$ cat config.mk
export PLATFORM = sky130hd
export DESIGN_NAME = conv_encoder_framed
export DESIGN_NICKNAME = d
export VERILOG_FILES = /design/src/rtl/conv_encoder_framed_pkg.sv /design/src/rtl/conv_encoder_framed_core.sv /design/src/rtl/conv_encoder_framed.sv
export SDC_FILE = /design/constraint.sdc
export NUM_CORES = 1
export LEC_CHECK = 0
export CAP_MARGIN = 15
export CORE_UTILIZATION = 54
export CTS_BUF_LIST = sky130_fd_sc_hd__clkbuf_16
export DETAILED_ROUTE_END_ITERATION = 7
export PLACE_DENSITY = 0.89
export SLEW_MARGIN = 10
export SYNTH_ARGS = -nofsm -noshare
export SYNTH_HDL_FRONTEND = slang
export SYNTH_SLANG_ARGS = --single-unit
$ cat constraint.sdc
create_clock -name clk -period 2.4 [get_ports clk]
set_input_delay 0.36 -clock clk [delete_from_list [all_inputs] [get_ports clk]]
set_output_delay 0.36 -clock clk [all_outputs]
set_load 0.01 [all_outputs]
$ cat src/rtl/conv_encoder_framed_pkg.sv
// Shared types, defaults and the parity helper for the framed convolutional encoder.
// The bench model uses the same parity helper.
package conv_pkg;

    typedef enum logic [1:0] {IDLE, DATA, TAIL} enc_state_t;

    localparam int          K_DEF         = 3;
    localparam int          K_MAX         = 9;
    localparam int unsigned G0_DEF        = 'b111;
    localparam int unsigned G1_DEF        = 'b101;
    localparam int          FRAME_LEN_DEF = 256;

    // Windows and generators are zero-extended to K_MAX bits before the call.
    function automatic logic parity(input logic [K_MAX-1:0] w, input logic [K_MAX-1:0] g);
        return ^(w & g);
    endfunction

endpackage

$ cat src/rtl/conv_encoder_framed_core.sv
// Shift register plus generator parities.
// The caller decides when a step happens and whether the new bit is forced to zero.
module conv_core
    import conv_pkg::*;
#(
    parameter int          K  = K_DEF,
    parameter int unsigned G0 = G0_DEF,
    parameter int unsigned G1 = G1_DEF
) (
    input  logic       clk,
    input  logic       rst,
    input  logic       clr,
    input  logic       step,
    input  logic       force_zero,
    input  logic       d_in,
    output logic [1:0] sym
);

    logic [K-2:0] sr;
    logic [K-1:0] w;

    assign w   = {force_zero ? 1'b0 : d_in, sr};
    assign sym = {parity(K_MAX'(w), K_MAX'(G0)), parity(K_MAX'(w), K_MAX'(G1))};

    // NOTE: sequential state uses non-blocking assignments so every flop samples pre-edge values.
    always_ff @(posedge clk or negedge rst) begin
        if (!rst) begin
            sr <= '0;
        end else if (clr) begin
            sr <= '0;
        end else if (step) begin
            sr <= w[K-1:1];
        end
    end

endmodule

$ cat src/rtl/conv_encoder_framed.sv
// Rate-1/2 convolutional encoder with per-bit handshake, framing and zero-tail flush.
// Each frame carries FRAME_LEN data symbols followed by K-1 tail symbols.
module conv_encoder_framed
    import conv_pkg::*;
#(
    parameter int          K         = K_DEF,
    parameter int unsigned G0        = G0_DEF,
    parameter int unsigned G1        = G1_DEF,
    parameter int          FRAME_LEN = FRAME_LEN_DEF
) (
    input  logic        clk,
    input  logic        rst,
    input  logic        clr_i,
    input  logic        enable_i,
    input  logic        d_in,
    output logic        ready_o,
    output logic        valid_o,
    output logic [1:0]  d_out,
    output logic        frame_last_o,
    output logic        busy_o,
    output logic [15:0] frame_cnt_o
);

    localparam int BCW = $clog2(FRAME_LEN + 1);
    localparam int TCW = ($clog2(K) < 1) ? 1 : $clog2(K);

    enc_state_t     state, state_n;
    logic [BCW-1:0] bit_cnt, bit_cnt_n;
    logic [TCW-1:0] tail_cnt, tail_cnt_n;
    logic [15:0]    frame_cnt_n;
    logic           last_n;
    logic           in_tail, accept, step;
    logic [1:0]     sym;

    assign in_tail = (state == TAIL);
    assign ready_o = !in_tail;
    assign busy_o  = (state != IDLE);
    assign accept  = enable_i & ready_o & ~clr_i;
    assign step    = accept | (in_tail & ~clr_i);

    conv_core #(.K(K), .G0(G0), .G1(G1)) u_core (
        .clk        (clk),
        .rst        (rst),
        .clr        (clr_i),
        .step       (step),
        .force_zero (in_tail),
        .d_in       (d_in),
        .sym        (sym)
    );

    // NOTE: every always_comb output gets a default first, so no path can infer a latch.
    always_comb begin
        state_n     = state;
        bit_cnt_n   = bit_cnt;
        tail_cnt_n  = tail_cnt;
        frame_cnt_n = frame_cnt_o;
        last_n      = 1'b0;
        if (clr_i) begin
            state_n    = IDLE;
            bit_cnt_n  = '0;
            tail_cnt_n = '0;
        end else begin
            case (state)
                IDLE: if (accept) begin
                    bit_cnt_n  = BCW'(1);
                    tail_cnt_n = '0;
                    state_n    = (FRAME_LEN == 1) ? TAIL : DATA;
                end
                DATA: if (accept) begin
                    bit_cnt_n = bit_cnt + 1'b1;
                    if (bit_cnt_n == BCW'(FRAME_LEN)) begin
                        state_n    = TAIL;
                        tail_cnt_n = '0;
                    end
                end
                TAIL: begin
                    // The flush step that empties the register closes the frame.
                    if (tail_cnt == TCW'(K - 2)) begin
                        state_n     = IDLE;
                        bit_cnt_n   = '0;
                        tail_cnt_n  = '0;
                        last_n      = 1'b1;
                        frame_cnt_n = frame_cnt_o + 1'b1;
                    end else begin
                        tail_cnt_n = tail_cnt + 1'b1;
                    end
                end
                default: state_n = IDLE;
            endcase
        end
    end

    always_ff @(posedge clk or negedge rst) begin
        if (!rst) begin
            state        <= IDLE;
            bit_cnt      <= '0;
            tail_cnt     <= '0;
            frame_cnt_o  <= '0;
            valid_o      <= 1'b0;
            d_out        <= 2'b00;
            frame_last_o <= 1'b0;
        end else begin
            state        <= state_n;
            bit_cnt      <= bit_cnt_n;
            tail_cnt     <= tail_cnt_n;
            frame_cnt_o  <= frame_cnt_n;
            valid_o      <= step;
            frame_last_o <= last_n;
            if (step) begin
                d_out <= sym;
            end
        end
    end

endmodule

# Word level (Yosys, flattened, before mapping)

Index checks and enable logic that the tools add are counted.

$add $sub $neg: 3
Equal/unequal tests: 8
Mux-type cells: 23
Bitwise logic cells: 5
Reductions and logical operators: 11

Operators by type and width:

| cell                  | count |
|---|---|
| $mux 9                | 4 |
| $pmux 9 s3            | 1 |
| $mux 2                | 12 |
| $reduce_xor 9->1      | 2 |
| $add 16x1->16 const B | 1 |
| $pmux 2 s3            | 2 |
| $reduce_and 4->1      | 3 |
| $add 9x1->9 const B   | 1 |
| $eq 9x9->1 const B    | 1 |
| $ne 3x3->1 const B    | 3 |
| $eq 2x1->1 const B    | 2 |
| $mux 1                | 4 |
| $reduce_bool 2->1     | 2 |
| $reduce_bool 4->1     | 1 |
| $and 1x1->1           | 3 |
| $ne 3x2->1 const B    | 1 |
| $reduce_and 3->1      | 1 |
| $add 2x1->2 const B   | 1 |
| $eq 2x2->1 const B    | 1 |
| $logic_not 2->1       | 1 |
| $logic_not 1->1       | 1 |
| $not 1->1             | 1 |
| $or 1x1->1            | 1 |

Register bits after elaboration: 35
Input port bits: 5

# Logic depth before layout (Yosys ltp)

Word-level depth: 7
Gate-level depth with buffers: 9
Gate-level depth less buffers: 7

# Modules after synthesis

Synthesis repeated with hierarchy kept, for this count alone.

Cells, all modules: 181
Area, all modules: 1851.8 um2

Modules (own cells, without submodules):

| module              | times used | cells each | area each (um2) | sequential area each (um2) |
|---|---|---|---|---|
| conv_encoder_framed | 1          | 171        | 1731.7          | 825.8 |
| conv_core           | 1          | 10         | 120.1           | 50.0 |

# Worst setup path after synthesis

OpenSTA, ideal clock, no wires.

Kind: reg2reg
Start: register bit_cnt[0]
End: register tail_cnt[0]
Setup time: 0.125 ns
Arrival: 1.987 ns
Data required time: 2.275 ns
Path slack: 0.288 ns
Cell stages (with the launch flop): 7
Path buffers: 0
Period minus slack after synthesis: 2.112 ns
Cell sequence: dfrtp_1 -> ha_1 -> nand4_1 -> or3_1 -> o2bb2ai_2 -> o32a_1 -> mux2_4

Longest elaborated chain between the ends: 4

Ends and longest elaborated chain:

| item                              | RTL line                   | source |
|---|---|---|
| from (decl)                       | conv_encoder_framed.sv:28  | `logic [BCW-1:0] bit_cnt, bit_cnt_n;` |
| from (signal assigned)            | conv_encoder_framed.sv:104 | `bit_cnt <= bit_cnt_n;` |
| $add 9x1->9                       | conv_encoder_framed.sv:70  | `bit_cnt_n = bit_cnt + 1'b1;` |
| $eq 9x9->1                        | conv_encoder_framed.sv:71  | `if (bit_cnt_n == BCW'(FRAME_LEN)) begin` |
| $ne 3x3->1 (no source line)       | -                          |  |
| $reduce_and 4->1 (no source line) | -                          |  |
| to (signal assigned)              | conv_encoder_framed.sv:105 | `tail_cnt <= tail_cnt_n;` |
| to (decl)                         | conv_encoder_framed.sv:29  | `logic [TCW-1:0] tail_cnt, tail_cnt_n;` |

Every way passes these cells.
A chain may end at the register's enable or synchronous reset.

# Worst setup path in the final report

Start: register state[0]
End: register tail_cnt[0]

Longest elaborated chain between the ends: 6

Ends and longest elaborated chain:

| item                              | RTL line                                             | source |
|---|---|---|
| from (decl)                       | conv_encoder_framed.sv:27                            | `enc_state_t state, state_n;` |
| from (signal assigned)            | conv_encoder_framed.sv:103                           | `state <= state_n;` |
| $eq 2x2->1                        | conv_encoder_framed.sv:35, conv_encoder_framed.sv:63 |  |
| $logic_not 1->1                   | conv_encoder_framed.sv:36                            | `assign ready_o = !in_tail;` |
| $and 1x1->1 (2 in a row)          | conv_encoder_framed.sv:38                            | `assign accept = enable_i & ready_o & ~clr_i;` |
| $ne 3x3->1 (no source line)       | -                                                    |  |
| $reduce_and 4->1 (no source line) | -                                                    |  |

Parallel ways exist; a longest one is shown, timed or not.

==> metrics.cfg <==
[run_status]
status=complete, no violations

[flow_run]
cap_violations=0

[detailed_routing]
drc=0
drtIter0Drc=97
wire_per_inst_um=14.71
ant_nets=0
num_vias=1550
drt-pass1-iter-count=4
via_per_inst=5.636
wirelength_um=4044

[critical_path]
path_buf_inv=1
slowest_delay_ns=0.43
cp.arrival_ns=2.43
r2r_slack_ns=0.13
path_max_fanout=7
timing.critical_path.from_type=flip-flop
cp_top_family=simple AND/OR/NAND/NOR gates
crit_slowest_cell=dfrtp_1
crit_type=reg -> reg
path_cells=inv_1 > ha_1 > nor3b_1 > a211oi_1 > or2_1 > o32a_1 > mux2_4
reg2reg_from=state[0]
worst-r2r-cell-count=7
crit_path_end_kind=flip-flop
cp.required_ns=2.56
r2r_end=tail_cnt[0]

[timing]
setup_violations=0
fin_tns_setup_ns=0
layout_setup_ws_ns=0.1260
slew_headroom_pct=71.66
slew_viol_final=0
timing.fmax_ghz=0.4398
hold_viol=0
skew_ns=0.005847
rsz0062_at_grt=false
tightestPinTransition_ns=0.4251
fin_crit_ns=2.274
fin_crit_sh_pct=94.75

[min_path]
hold_path_end=frame_cnt_o[15]
min_from=frame_cnt_o[15]
min_path_cells=1
hold_path.class=reg -> reg

[synthesis]
synth_fp_nets=209
synthDistinctLibCells=47
async_flop_share_pct=100.0
synthTopCellsByArea=dfrtp_1, xnor2_1, ha_1
yosys_warnings=0
ys.flop_type=dfrtp_1
yosysTopAreaCell=dfrtp_1
syn_avg_cell_area_sq_um=9.635
syn_area_sq_um=1898
synth_edf_count=0
synth_seq_cells=35
ys_seq_area_share_pct=46.14
yosysTopAreaCellShare_pct=46.14
syn_inst=197

[clocking]
cts_tree=done
clock_path_buffers=2
clk_latency_ns=0.27
cts.clk_slew.worst_paths_ns=0.05
post_cts_buffers=0
h-tree-depth=2
cts_sinks=35
cts_buffers=5
cts-root-buf=clkbuf_16

[placed_design]
placedCellCount=268
gp_congestion=0.9191
place_hpwl_um=2708
place_ws_ns=0.1434
io_buffers=26

[power]
power_density_nw_per_um2=739.0
p_total_w=0.001753
power.leakage_nw=1.058
irDropWorstVdd_v=0.0004034

[global_route]
grt_max_degree=36
gr-total-overflow=0
grt_pass1_wl_um=6375
grt_pass1_vias=1427
grt_antenna_before_repair=0
track_usage_pct=23.49

[finish]
nNetsFinal=241
diodes=0
syn_to_final_growth_pct=24.98
fin_cells=275
drive_gt1_share_pct=10.04

[floorplan]
dieHeight_um=61.29
start_util_pct=56.44
ioPinCount=27
die_width_um=61.29
row_count=21
die_area_sq_um=3756
coreArea_sq_um=3363

[power by group]
| part | internal, W | leakage, nW | switching [W] |
|---|---|---|---|
| sequential | 0.000639 | 0.480 | 0.0000564 |
| combinational | 0.000217 | 0.510 | 0.000243 |
| clock | 0.000373 | 0.0671 | 0.000226 |
| total | 0.00123 | 1.06 | 0.000525 |
[kinds of logic (layout without fill, tap and decap cells)]
logic type               count (synthesis)  count (layout)  share of synthesized area (%)
AND/OR/NAND/NOR                         78              78                          21.42
AO/OA/AOI/OAI                           39              39                          13.38
flip-flops                              35              35                          46.14
XOR/XNOR                                19              19                          8.767
buffers and inverters                   15              47                          3.230
adder cells (fa/ha/maj)                  7               7                          4.614
multiplexers                             4               4                          2.439
[state kept, by name (all words and copies together), names as in the netlist]
name and count:
bit_cnt 9, tail_cnt 2, valid_o 1, state 2, frame_last_o 1, u_core.sr 2, frame_cnt_o 16, d_out 2
[metal layers]
layer	wire [um]	GRT usage (%)	vias to the layer above
li1	-	-	750
met1	1762	28.48	743
met2	2009	39.75	49
met3	211	5.672	8
met4	61	10.39	0
met5	0	0	-
[layout make-up]
| type | instances | area (sq um) |
|---|---|---|
| clock buffers | 5 | 125.1 |
| clock inverters | 2 | 8.758 |
| fillers | 250 | 991.0 |
| inverters | 7 | 26.28 |
| multi-input cells | 147 | 965.9 |
| flip-flops and latches | 35 | 875.8 |
| well taps | 46 | 57.56 |
| repair buffers | 33 | 312.8 |
[synthesized netlist by cell type, types with 2 or more instances]
| cell type | instances |
|---|---|
| nand3_1 | 11 |
| a21oi_1 | 2 |
| clkbuf_1 | 4 |
| nor2_1 | 18 |
| o31ai_1 | 2 |
| buf_2 | 4 |
| o21ai_0 | 14 |
| xor2_1 | 7 |
| ha_1 | 7 |
| inv_1 | 7 |
| nand3b_1 | 2 |
| mux2i_1 | 2 |
| nand4_1 | 4 |
| nor2b_1 | 4 |
| o211ai_1 | 4 |
| o21ai_1 | 5 |
| and3_1 | 5 |
| nand2_1 | 17 |
| or2_1 | 2 |
| nor3_1 | 3 |
| xnor2_1 | 12 |
| dfrtp_1 | 35 |
| o21a_1 | 2 |
[timing repair]
action / CTS / global route
gates resized for setup: 0 / 2
endpoints found under the setup margin: 0 / 4
hold endpoints to repair: 0 / 0
hold buffers: 0 / 0
[layout by cell type (no fill, tap or decap), types with 2 or more instances in the layout]
cell type,count
a21oi_1,2
and3_1,5
buf_4,7
clkbuf_16,5
clkdlybuf4s50_1,26
dfrtp_1,35
ha_1,6
inv_1,7
mux2i_1,2
nand2_1,17
nand3_1,11
nand3b_1,2
nand4_1,4
nor2_1,17
nor2b_1,4
nor3_1,3
o211ai_1,4
o21a_1,2
o21ai_0,14
o21ai_1,5
o31ai_1,2
or2_1,2
xnor2_1,12
xor2_1,7
[per-stage QoR]
stage	utilization (%)	hold WS (ns)	cell area, sq um
after CTS	70.39	0.4792	2367
final	70.54	0.4734	2372
after global placement	66.41	0.4607	2233
after floorplan	-	0.06441	1898
after global routing	70.54	0.5041	2372
after detailed placement	66.41	0.4725	2233
[how the worst max path moves through the flow]
stage | start | to | slack, ns | cells past startpoint
after floorplan | bit_cnt[0] | tail_cnt[0] | 0.29 | 6
after global placement | bit_cnt[0] | tail_cnt[0] | 0.21 | 6
after detailed placement | bit_cnt[0] | tail_cnt[0] | 0.14 | 6
after CTS | bit_cnt[0] | tail_cnt[0] | 0.12 | 6
after global routing | state[0] | tail_cnt[0] | 0.007 | 7
final | state[0] | tail_cnt[0] | 0.13 | 7
(Power assumes the default switching activity.)
